[src/rtl/count_accum_pkg.sv]
// Shared types and sizing helpers for the counter-sum ("somador") stage.
// Imported by count_accumulator.
package count_accum_pkg;

    typedef enum logic [1:0] {
        IDLE  = 2'b00,
        ACCUM = 2'b01,
        DONE  = 2'b10
    } state_t;

    localparam int unsigned DEFAULT_WIDTH     = 4;
    localparam int unsigned DEFAULT_N_SAMPLES = 8;

    // Sum width large enough for n_samples * (2^width - 1).
    function automatic int unsigned sum_width(input int unsigned width,
                                              input int unsigned n_samples);
        return width + $clog2(n_samples);
    endfunction

endpackage

[src/rtl/count_accumulator.sv]
// Sums N_SAMPLES counter values taken over a valid/ready handshake and offers
// the total downstream over a second valid/ready handshake.
module count_accumulator
    import count_accum_pkg::*;
#(
    parameter int unsigned WIDTH     = DEFAULT_WIDTH,
    parameter int unsigned N_SAMPLES = DEFAULT_N_SAMPLES
) (
    input  logic                                  Clk,
    input  logic                                  clear,
    input  logic                                  start,
    input  logic [WIDTH-1:0]                      count_in,
    input  logic                                  count_valid,
    output logic                                  count_ready,
    output logic [sum_width(WIDTH, N_SAMPLES)-1:0] sum_out,
    output logic                                  sum_valid,
    input  logic                                  sum_ready,
    output logic                                  busy,
    output logic [$clog2(N_SAMPLES)-1:0]          sample_idx
);

    localparam int unsigned SUM_W = sum_width(WIDTH, N_SAMPLES);
    localparam int unsigned IDX_W = $clog2(N_SAMPLES);
    localparam logic [IDX_W-1:0] LAST_IDX = IDX_W'(N_SAMPLES - 1);

    state_t           state;
    logic [SUM_W-1:0] acc;
    logic [SUM_W-1:0] count_ext;

    assign count_ext   = SUM_W'(count_in);
    assign count_ready = (state == ACCUM);
    assign busy        = (state != IDLE);

    always_ff @(posedge Clk or posedge clear) begin
        if (clear) begin
            state      <= IDLE;
            acc        <= '0;
            sum_out    <= '0;
            sum_valid  <= 1'b0;
            sample_idx <= '0;
        end else begin
            case (state)
                IDLE: begin
                    if (start) begin
                        state      <= ACCUM;
                        acc        <= '0;
                        sample_idx <= '0;
                    end
                end
                ACCUM: begin
                    if (count_valid) begin
                        if (sample_idx == LAST_IDX) begin
                            // Final sample goes straight into the result so it
                            // is visible on the same edge that accepts it.
                            state      <= DONE;
                            sum_out    <= acc + count_ext;
                            sum_valid  <= 1'b1;
                            sample_idx <= '0;
                        end else begin
                            acc        <= acc + count_ext;
                            sample_idx <= sample_idx + IDX_W'(1);
                        end
                    end
                end
                DONE: begin
                    if (sum_ready) begin
                        sum_valid <= 1'b0;
                        if (start) begin
                            state      <= ACCUM;
                            acc        <= '0;
                            sample_idx <= '0;
                        end else begin
                            state <= IDLE;
                        end
                    end
                end
                default: begin
                    state     <= IDLE;
                    sum_valid <= 1'b0;
                end
            endcase
        end
    end

endmodule

[config.mk]
export PLATFORM = sky130hd
export DESIGN_NAME = count_accumulator
export DESIGN_NICKNAME = d
export VERILOG_FILES = /design/src/rtl/count_accum_pkg.sv /design/src/rtl/count_accumulator.sv
export SDC_FILE = /design/constraint.sdc
export NUM_CORES = 1
export LEC_CHECK = 0
export BUFFER_PORTS_ARGS = -buffer_cell sky130_fd_sc_hd__buf_2
export CORE_AREA = 2 2 58 60
export CTS_CLUSTER_DIAMETER = 60
export DETAILED_ROUTE_END_ITERATION = 10
export DIE_AREA = 0 0 60 62
export PLACE_DENSITY = 0.57
export SLEW_MARGIN = 20
export SYNTH_ARGS = -nofsm -noshare
export SYNTH_HDL_FRONTEND = slang
export SYNTH_SLANG_ARGS = --single-unit
[constraint.sdc]
create_clock -name Clk -period 4.7 [get_ports Clk]
set_input_delay 0.705 -clock Clk [delete_from_list [all_inputs] [get_ports Clk]]
set_output_delay 0.705 -clock Clk [all_outputs]
set_load 0.005 [all_outputs]
==> summary.md <==
| Metric | Value |
|---|---|
| Syn nets | `111` |
| IO buf count | `21` |
| Clk_skew | `0.008128 ns` |
| DRT Wirelength | `1.946 mm` |
| Final Hold Viols | `0` |
| Critical Path Sink Type | `flip-flop` |
| Pin count of the biggest net entering global routing | `21` |
| CTS tree | `built` |
| Area contributors post-synth | `dfrtp_1 47%, ha_1 7.1%, o21ai_0 4.7%` |
| DRT iter0 DRCs | `14` |
| Avg Cell Area, Syn | `11.12 um^2` |
| CP Data Required Time | `4.89 ns` |
| Critical path type | `input port to flip-flop` |
| TritonRoute pass-1 iters | `4` |
| Outcome | `completed` |
| Final setup viols | `0` |
| Die width | `60 um` |
| Fin crit share | `0.4445` |
| Ant diodes | `0` |
| Num CTS Buffers | `3` |
| Clk root buf | `clkbuf_4` |
| Vias per inst | `4.805` |
| First-pass GRT wire length | `3.263 mm` |
| Die area | `3720 um^2` |
| Area of the multi-input gates | `524.3 um^2` |
| #FFs+latches synth | `20` |
| Antenna violations before repair | `0` |
| Vias | `788` |
| Sequential cell area fraction in the yosys report | `0.4739` |
| Fmax | `478.7 MHz` |
| Row Count | `21` |
| CTS H-tree lvls | `1` |
| Worst-case clock buffer depth | `2` |
| Syn-to-layout area delta | `17.30%` |
| Synth unique cells | `33` |
| Post-route ant nets | `0` |
| Drt wl/cell | `11.87 um` |
| RSZ-0062 raised after global routing | `no` |
| Cell Area, Synth | `1056 um^2` |
| GPL Wtd Cong | `0.7400` |
| Design Power | `0.0006970 W` |
| Startpoint Class | `input port` |
| Post-DP Area | `1202 um^2` |
| Final TNS setup | `0 ns` |
| Post-synth top area share | `0.4739` |
| PwrDens | `562.7 nW/um^2` |
| Area leader, netlist | `dfrtp_1` |
| Core Area | `3179 um^2` |
| Syn. warnings | `0` |
| Max Cap Viol | `0` |
| Final Critical Period | `2.089 ns` |
| Dpl hpwl | `1.500 mm` |
| Slew Limit Fails | `0` |
| CP max FO | `3` |
| Clock Latency Late Sink | `0.30 ns` |
| FF+latch area | `500.5 um^2` |
| # resized after CTS | `0` |
| Final instance area | `1239 um^2` |
| Hold_buf cts | `0` |
| Worst path buffer plus inverter count | `1` |
| Post-route DRC | `0` |
| Initial core utilization | `0.3322` |
| GRT Total Usage | `0.1173` |
| VDD IR-drop max | `0.2402 mV` |
| Worst min-delay path class | `flip-flop to flip-flop` |
| Filler Cells Inserted | `330` |
| Clock sink total | `20` |
| P_leak | `0.6377 nW` |
| Number of global-route vias before repair | `733` |
| Family with the most delay on the worst path | `compound AO/OA/AOI/OAI gates` |
| Nets | `135` |
| Post CTS Setup Buffer Count | `0` |
| GRT overflow | `0` |
| Slowest CP cell | `fa_1` |
| Max stage delay on crit path | `0.41 ns` |
| Synthesized netlist cell count | `95` |
| Least-Margin Pin Slew | `0.7429 ns` |
| Rel. slew slack | `0.5042` |
| Clk pin slew, worst setup/hold paths | `0.11 ns` |
| Layout cells sized above 1 | `0.3220` |
| Crit-path cells | `buf_2 -> ha_1 -> fa_1 -> a211o_1 -> o21ai_0 -> nor3_1 -> a221o_1` |
| Critical Path AT | `2.27 ns` |
| I/O Pins | `22` |
| Die H | `62 um` |
layer usage:
layer | track usage | wire length, um | vias to the layer above
met5 | 0 | 0 | -
met4 | 0.06667 | 38 | 0
met3 | 0.01242 | 64 | 4
met2 | 0.1801 | 892 | 13
met1 | 0.1621 | 952 | 378
li1 | - | - | 393
Yosys cell counts (all sizes together):
cell type  number
inv             4
o211a           1
nor3b           1
a22oi           1
o2bb2ai         2
a31oi           1
o311a           1
mux2i           3
and2            1
ha              6
nand2          13
a221o           1
o21ai          10
a21oi           2
buf             2
dfrtp          20
and2b           2
nand3           1
nor2            1
nor3            3
a22o            2
and3            3
mux2            2
or2             1
fa              1
o2111ai         1
xor2            4
a211o           4
xnor2           1
flip-flops by register name, summed over array words and instances, names as in the netlist:
name and flops:
sum_valid 1, state 2, sum_out 7, sample_idx 3, acc 7
cell families after synthesis:
group / count (synthesis) / synth area share
mux: 5 / 0.04976
compound gates: 26 / 0.1777
fa+ha+maj: 7 / 0.09005
flops: 20 / 0.4739
simple gates: 26 / 0.1374
xor+xnor: 5 / 0.04147
buf+inv: 6 / 0.02961
through the flow:
stage	hold slack, ns	cells	worst slack (ns)	utilization
6_report	0.4884	164	2.611	0.3896
5_1_grt	0.5294	164	2.542	0.3896
4_1_cts	0.4976	164	2.625	0.3896
3_5_place_dp	0.4704	160	2.316	0.3782
3_3_place_gp	0.4624	160	2.355	0.3782
2_1_floorplan	0.4601	95	2.509	-
power breakdown:
part	switching [W]	internal (W)	leakage (nW)
sequential	0.0000552	0.000240	0.253
combinational	0.000145	0.000157	0.364
clock	0.0000521	0.0000472	0.0210
total	0.000253	0.000444	0.638
worst paths after layout:
check,start,end,slack (ns),depth (start not counted)
max,count_in[0],acc[4]$_DFFE_PP0P_,2.61,7
min,sum_out[3]$_DFFE_PP0P_,sum_out[3]$_DFFE_PP0P_,0.49,2
max reg2reg,acc[0]$_DFFE_PP0P_,acc[4]$_DFFE_PP0P_,2.72,6
min reg2reg,sum_out[3]$_DFFE_PP0P_,sum_out[3]$_DFFE_PP0P_,0.49,2
max in group asynchronous,clear,sum_out[1]$_DFFE_PP0P_,3.71,2
min in group asynchronous,clear,acc[6]$_DFFE_PP0P_,0.51,2
worst min-delay path, delay by kind of cell (launching register included):
kind | cells | cell delay (ns)
AO/OA/AOI/OAI | 1 | 0.06
AND/OR/NAND/NOR | 1 | 0.05
flip-flops | 1 | 0.35
cell type report:
type / instances / share of cell area
multi-input cells: 69 / 0.4232
flip-flops and latches: 20 / 0.4040
repair buffers: 21 / 0.08485
well taps: 46 / 0.04646
clock buffers: 4 / 0.02929
inverters: 4 / 0.01212
cell usage in the layout (no fill, tap or decap), types with 2 or more instances in the layout:
| cell type | Yosys | final |
|---|---|---|
| a211o_1 | 3 | 3 |
| a21oi_1 | 2 | 2 |
| a22o_2 | 2 | 2 |
| and2b_2 | 2 | 2 |
| and3_1 | 2 | 2 |
| buf_2 | 1 | 21 |
| clkbuf_4 | 0 | 3 |
| dfrtp_1 | 20 | 20 |
| ha_1 | 6 | 6 |
| inv_1 | 4 | 4 |
| mux2_2 | 2 | 2 |
| mux2i_1 | 3 | 3 |
| nand2_1 | 12 | 12 |
| nor3_1 | 3 | 3 |
| o21ai_0 | 10 | 10 |
| o2bb2ai_1 | 2 | 2 |
| xor2_1 | 4 | 4 |
(Power assumes the default switching activity.)
